`src/rtl/kvs_sched_pkg.sv`:
```
// Shared types, default sizes and helpers for the KVS transfer scheduler.
package kvs_sched_pkg;

  localparam int unsigned DEF_CHUNK_BYTES = 4096;
  localparam int unsigned DEF_BEAT_BYTES  = 64;
  localparam int unsigned MIN_W           = 64;

  typedef enum logic [1:0] {
    S_IDLE  = 2'd0,
    S_ISSUE = 2'd1,
    S_WAIT  = 2'd2,
    S_CPL   = 2'd3
  } sched_state_t;

  // Smaller of two byte counts; callers widen/narrow to their own widths.
  function automatic logic [MIN_W-1:0] min_bytes(input logic [MIN_W-1:0] a,
                                                 input logic [MIN_W-1:0] b);
    return (a < b) ? a : b;
  endfunction

endpackage

```
`src/rtl/kvs_rr_arbiter.sv`:
```
// Combinational round-robin arbiter: first requester at or above rr_ptr, with wrap.
module kvs_rr_arbiter #(
  parameter int unsigned NUM_REQ = 4
) (
  input  logic [NUM_REQ-1:0]         req,
  input  logic [$clog2(NUM_REQ)-1:0] rr_ptr,
  output logic [NUM_REQ-1:0]         grant_c,
  output logic [$clog2(NUM_REQ)-1:0] grant_idx_c,
  output logic                       any_c
);

  localparam int unsigned ID_W = $clog2(NUM_REQ);

  int unsigned     pos;
  logic [ID_W-1:0] idx;

  always_comb begin
    grant_c     = '0;
    grant_idx_c = '0;
    any_c       = 1'b0;
    pos         = 0;
    idx         = '0;
    for (int unsigned i = 0; i < NUM_REQ; i++) begin
      pos = (32'(rr_ptr) + i) % NUM_REQ;
      idx = ID_W'(pos);
      if (!any_c && req[idx]) begin
        grant_c[idx] = 1'b1;
        grant_idx_c  = idx;
        any_c        = 1'b1;
      end
    end
  end

endmodule

```
`src/rtl/kvs_xfer_scheduler.sv`:
```
// Round-robin job scheduler that splits jobs into boundary-safe chunks for one data mover.
// Optional perf counters are built when KVS_SCHED_PERF_EN is defined.
module kvs_xfer_scheduler
  import kvs_sched_pkg::*;
#(
  parameter int unsigned NUM_REQ     = 4,
  parameter int unsigned ADDR_W      = 64,
  parameter int unsigned SIZE_W      = 32,
  parameter int unsigned CHUNK_BYTES = DEF_CHUNK_BYTES,
  parameter int unsigned BEAT_BYTES  = DEF_BEAT_BYTES
) (
  input  logic                        ap_clk,
  input  logic                        areset,
  input  logic [NUM_REQ-1:0]          req_valid,
  output logic [NUM_REQ-1:0]          req_ready,
  input  logic [NUM_REQ*ADDR_W-1:0]   req_addr,
  input  logic [NUM_REQ*SIZE_W-1:0]   req_bytes,
  output logic [NUM_REQ-1:0]          cpl_valid,
  output logic                        mv_start,
  output logic [ADDR_W-1:0]           mv_addr,
  output logic [SIZE_W-1:0]           mv_bytes,
  input  logic                        mv_done,
  output logic                        busy,
  output logic [$clog2(NUM_REQ)-1:0]  grant_id
`ifdef KVS_SCHED_PERF_EN
  ,
  output logic [31:0]                 perf_busy_cycles,
  output logic [31:0]                 perf_chunks
`endif
);

  localparam int unsigned ID_W = $clog2(NUM_REQ);

  sched_state_t      state, next_state;
  logic [ID_W-1:0]   rr_ptr, rr_ptr_nxt, grant_nxt;
  logic [ADDR_W-1:0] cur_addr, cur_addr_nxt, mv_addr_nxt;
  logic [SIZE_W-1:0] remaining, remaining_nxt, mv_bytes_nxt;
  logic              mv_start_nxt, busy_nxt, chunk_load;
  logic [NUM_REQ-1:0] cpl_nxt;

  logic [NUM_REQ-1:0] arb_grant;
  logic [ID_W-1:0]    arb_idx;
  logic               arb_any;

  logic [ADDR_W-1:0] sel_addr, src_addr, offset;
  logic [SIZE_W-1:0] sel_bytes, eff_bytes, src_rem, room, chunk;

  kvs_rr_arbiter #(
    .NUM_REQ (NUM_REQ)
  ) u_arb (
    .req         (req_valid),
    .rr_ptr      (rr_ptr),
    .grant_c     (arb_grant),
    .grant_idx_c (arb_idx),
    .any_c       (arb_any)
  );

  // Payload of the requester the arbiter currently selects.
  always_comb begin
    sel_addr  = '0;
    sel_bytes = '0;
    for (int unsigned i = 0; i < NUM_REQ; i++) begin
      if (arb_idx == ID_W'(i)) begin
        sel_addr  = req_addr[i*ADDR_W +: ADDR_W];
        sel_bytes = req_bytes[i*SIZE_W +: SIZE_W];
      end
    end
  end

  // Next chunk comes from the new job in IDLE, else from the in-flight job.
  assign eff_bytes = sel_bytes & ~SIZE_W'(BEAT_BYTES - 1);
  assign src_addr  = (state == S_IDLE) ? sel_addr  : cur_addr;
  assign src_rem   = (state == S_IDLE) ? eff_bytes : remaining;
  assign offset    = src_addr & ADDR_W'(CHUNK_BYTES - 1);
  assign room      = SIZE_W'(CHUNK_BYTES) - SIZE_W'(offset);
  assign chunk     = SIZE_W'(min_bytes(MIN_W'(src_rem), MIN_W'(room)));

  always_ff @(posedge ap_clk) begin
    if (areset) begin
      state     <= S_IDLE;
      rr_ptr    <= '0;
      grant_id  <= '0;
      cur_addr  <= '0;
      remaining <= '0;
      mv_addr   <= '0;
      mv_bytes  <= '0;
      mv_start  <= 1'b0;
      cpl_valid <= '0;
      busy      <= 1'b0;
    end else begin
      state     <= next_state;
      rr_ptr    <= rr_ptr_nxt;
      grant_id  <= grant_nxt;
      cur_addr  <= cur_addr_nxt;
      remaining <= remaining_nxt;
      mv_addr   <= mv_addr_nxt;
      mv_bytes  <= mv_bytes_nxt;
      mv_start  <= mv_start_nxt;
      cpl_valid <= cpl_nxt;
      busy      <= busy_nxt;
    end
  end

  // Chunk registers load on entry to ISSUE so mv_start lands one cycle after the decision.
  always_comb begin
    next_state    = state;
    req_ready     = '0;
    rr_ptr_nxt    = rr_ptr;
    grant_nxt     = grant_id;
    cur_addr_nxt  = cur_addr;
    remaining_nxt = remaining;
    mv_addr_nxt   = mv_addr;
    mv_bytes_nxt  = mv_bytes;
    mv_start_nxt  = 1'b0;
    chunk_load    = 1'b0;
    cpl_nxt       = '0;
    busy_nxt      = 1'b0;

    case (state)
      S_IDLE: begin
        if (arb_any && !areset) begin
          req_ready  = arb_grant;
          grant_nxt  = arb_idx;
          rr_ptr_nxt = (arb_idx == ID_W'(NUM_REQ - 1)) ? '0 : arb_idx + ID_W'(1);
          if (eff_bytes == '0) begin
            next_state = S_CPL;
          end else begin
            next_state = S_ISSUE;
            chunk_load = 1'b1;
          end
        end
      end
      S_ISSUE: next_state = S_WAIT;
      S_WAIT: begin
        if (mv_done) begin
          if (remaining == '0) begin
            next_state = S_CPL;
          end else begin
            next_state = S_ISSUE;
            chunk_load = 1'b1;
          end
        end
      end
      S_CPL:   next_state = S_IDLE;
      default: next_state = S_IDLE;
    endcase

    if (chunk_load) begin
      mv_start_nxt  = 1'b1;
      mv_addr_nxt   = src_addr;
      mv_bytes_nxt  = chunk;
      cur_addr_nxt  = src_addr + ADDR_W'(chunk);
      remaining_nxt = src_rem - chunk;
    end

    if (next_state == S_CPL) begin
      cpl_nxt = NUM_REQ'(1) << grant_nxt;
    end
    busy_nxt = (next_state != S_IDLE);
  end

`ifdef KVS_SCHED_PERF_EN
  // Saturating activity counters.
  always_ff @(posedge ap_clk) begin
    if (areset) begin
      perf_busy_cycles <= '0;
      perf_chunks      <= '0;
    end else begin
      if (busy && (perf_busy_cycles != 32'hFFFF_FFFF)) begin
        perf_busy_cycles <= perf_busy_cycles + 32'd1;
      end
      if (mv_start && (perf_chunks != 32'hFFFF_FFFF)) begin
        perf_chunks <= perf_chunks + 32'd1;
      end
    end
  end
`endif

endmodule

```
`config.mk`:
```
export PLATFORM = sky130hd
export DESIGN_NAME = kvs_xfer_scheduler
export DESIGN_NICKNAME = d
export VERILOG_FILES = /design/src/rtl/kvs_sched_pkg.sv /design/src/rtl/kvs_rr_arbiter.sv /design/src/rtl/kvs_xfer_scheduler.sv
export SDC_FILE = /design/constraint.sdc
export NUM_CORES = 1
export LEC_CHECK = 0
export BUFFER_PORTS_ARGS = -buffer_cell sky130_fd_sc_hd__buf_4
export CORE_ASPECT_RATIO = 0.6
export CORE_MARGIN = 3
export CORE_UTILIZATION = 48
export DETAILED_ROUTE_END_ITERATION = 8
export PLACE_DENSITY = 0.76
export SLEW_MARGIN = 40
export SYNTH_ARGS = -nofsm -noshare
export SYNTH_HDL_FRONTEND = slang
export SYNTH_SLANG_ARGS = --single-unit
```
`constraint.sdc`:
```
create_clock -name ap_clk -period 9.99 [get_ports ap_clk]
set_input_delay 0 -clock ap_clk [delete_from_list [all_inputs] [get_ports ap_clk]]
set_output_delay 0 -clock ap_clk [all_outputs]
set_load 0.1 [all_outputs]
```
==> key figures <==
Critical path
  – Worst r2r src: rr_ptr[0]
  – Critical R2R Capture: cur_addr[58]
  – Critical path class: register to register
  – Top delay family on crit path: simple AND/OR/NAND/NOR gates
  – Max incr delay on CP: 620 ps
  – WP depth: 35
  – WP data arrival: 9950 ps
  – Worst setup EP type: register
  – Reg2reg setup slack: 490 ps
  – Crit path top cell by count: inv_1
  – R2R depth: 35
  – Slowest-stage cell, CP: mux4_2
  – Worst path buffer plus inverter count: 7
  – Crit start category: register
  – CP required: 10450 ps
  – Max FO, Critical Path: 19

Placement
  – Routability cong.: 1.05
  – Area after DPL: 19700 sq um
  – Post-DP HPWL: 52900 um
  – PortBufs: 474

Global route
  – First-pass GRT wire length: 104000 um
  – Pin count of the biggest net entering global routing: 109
  – Vias in the first global route: 17400
  – Grt total ovfl: 0
  – Total Routing Usage GR: 0.373
  – Initial antenna violation count: 3

Die
  – Core Rows: 50
  – I/O pin total: 499
  – Starting density of the core: 0.497
  – Chip Width: 240 um
  – DIE AREA: 35200 sq um
  – Chip height: 146 um
  – Core Box Area: 31800 sq um

Status
  – Status: finished, final reports clean

Detailed routing
  – Drt wl/cell: 23.1 um
  – DRC: 0
  – Initial DRC Count: 2255
  – Via count of the routed design: 19000
  – Drt pass-1 iters: 6
  – Antenna-violating nets left: 0
  – Total wire length: 69100 um
  – Via-to-Cell Ratio: 6.35

Final layout
  – Layout cell share with drive strength beyond 1: 0.247
  – Sequential Area: 4080 sq um
  – Number of fill cells: 2904
  – Final Util: 0.650
  – Area grow syn2layout: 30.9%
  – Final #Nets: 3017
  – Commonest non-fill, non-tap cell in the layout: buf_4
  – Multi-input gate area: 10900 sq um
  – Design Area, Final: 20700 sq um
  – Most frequent cells in the layout: 524 x buf_4, 304 x nand2_1, 211 x a21oi_1

STA
  – Actual slew at the worst max-slew pin: 838 ps
  – Final setup TNS: 0 ps
  – Rel. slew slack: 0.442
  – Final Cycle Share: 0.951
  – Final setup viols: 0
  – FMAX: 105 MHz
  – Final min period: 9500 ps
  – Final Hold Viols: 0
  – Final Max Slew Viols: 0
  – Unrepaired setup endpoints after global routing: false
  – Worst Clk Skew: 13.7 ps

Synth
  – Total number of yosys warnings: 0
  – EDFF count, synth: 0
  – Synth cell types: 87
  – Async set-reset flop share out of synthesis: 0
  – Mapped Avg Cell Area: 7.34 sq um
  – Sequential element share of the synthesized area: 0.259
  – Prevailing post-synth register cell: dfxtp_1
  – Syn Inst Count: 2150
  – Mapped cell area: 15800 sq um
  – Register bit total from synthesis: 204

Clock network
  – Reg clk slew, reported paths: 70 ps
  – Clock sinks: 204
  – Num CTS Buffers: 22
  – Worst skew pair latency: 540 ps
  – CTS root buffer: clkbuf_16
  – CTS tree: built
  – Clock Path Buffers: 3
  – H-tree depth: 1

Run
  – Max cap viols: 0

Min path
  – Worst hold path type: input port to register
  – Worst Min Path Start: req_addr[225]
  – Worst Hold Depth: 5
  – Worst Hold Path EP: cur_addr[33]
## timing repair
item,in CTS,in global routing
hold endpoints to repair,11,0
hold buffers,4,0
resized for setup,0,11
setup buffers,0,0
endpoints found under the setup margin,0,32
## through the flow
| step | hold WS [ps] | worst slack [ps] | std cells |
|---|---|---|---|
| final | 26.1 | 492 | 2987 |
| after floorplan | 223 | 312 | 2168 |
| after global placement | 358 | 386 | 2940 |
| after global routing | 63.8 | 34.6 | 2987 |
| after CTS | 1.90 | 179 | 2985 |
| after detailed placement | 394 | 249 | 2941 |
## how the worst max path moves through the flow
stage	start	end	slack, ps
global placement	rr_ptr[0]	cur_addr[44]	390
CTS	rr_ptr[0]	cur_addr[54]	180
detailed placement	rr_ptr[0]	cur_addr[54]	250
floorplan	rr_ptr[0]	cur_addr[44]	310
finish	rr_ptr[0]	cur_addr[58]	490
global route	rr_ptr[0]	cur_addr[40]	30
## area by class of cell
| type | instances | area share |
|---|---|---|
| well taps | 416 | 0.0252 |
| clock inverters | 11 | 0.00969 |
| clock buffers | 29 | 0.0294 |
| repair buffers | 536 | 0.198 |
| multi-input cells | 1730 | 0.529 |
| diodes | 1 | 0.000121 |
| inverters | 60 | 0.0109 |
| flip-flops and latches | 204 | 0.198 |
## flip-flops by register name (all words and copies together) (netlist names)
| register | flops |
|---|---|
| remaining | 32 |
| busy | 1 |
| state | 2 |
| mv_addr | 64 |
| mv_start | 1 |
| mv_bytes | 32 |
| cpl_valid | 4 |
| grant_id | 2 |
| rr_ptr | 2 |
| cur_addr | 64 |
## synth_stat cells (25+ instances only)
library cell	number	share of area
o21a_1	33	0.016
o21ai_0	99	0.031
nor3_1	45	0.014
xnor2_1	35	0.019
a21o_1	42	0.020
dfxtp_1	204	0.26
nand4_1	25	0.0099
nor2_1	170	0.040
nand2_1	305	0.073
ha_1	70	0.055
a211oi_1	48	0.023
o211ai_1	33	0.016
a31oi_1	29	0.011
and2_1	33	0.013
nand3b_1	25	0.012
a21oi_1	211	0.067
buf_2	47	0.015
clkbuf_1	106	0.025
nand3_1	40	0.013
inv_1	59	0.014
nor2b_1	27	0.011
a221oi_1	57	0.032
## logic make-up after synthesis
group,Yosys count,synth area share
and+or+nand+nor,819,0.255
AOI/OAI and AO/OA,740,0.316
buffers and inverters,234,0.0620
DFF,204,0.259
adders and majority gates,72,0.0580
xor gates and xnor gates,56,0.0311
muxes,24,0.0189
other,1,0.000238
## metal layers
layer  vias to the layer above  GRT usage  routed length, um
met1                      9136      0.551              30600
met2                       984      0.542              29700
met5                         -          0                 26
li1                       8709          -                  -
met4                         4     0.0897               1770
met3                       139     0.0899               7020
## worst register-to-register path, delay by kind of cell, from the launching register on
family	cells	cell delay, ps
compound gates	12	2420
xor+xnor	1	190
fa+ha+maj	4	1300
buf+inv	7	1130
flops	1	450
mux	2	1010
simple gates	9	2910
Power is left out: the tool's default activity adds up to more than one toggle a clock period on the data nets, which glitch-free logic cannot reach.
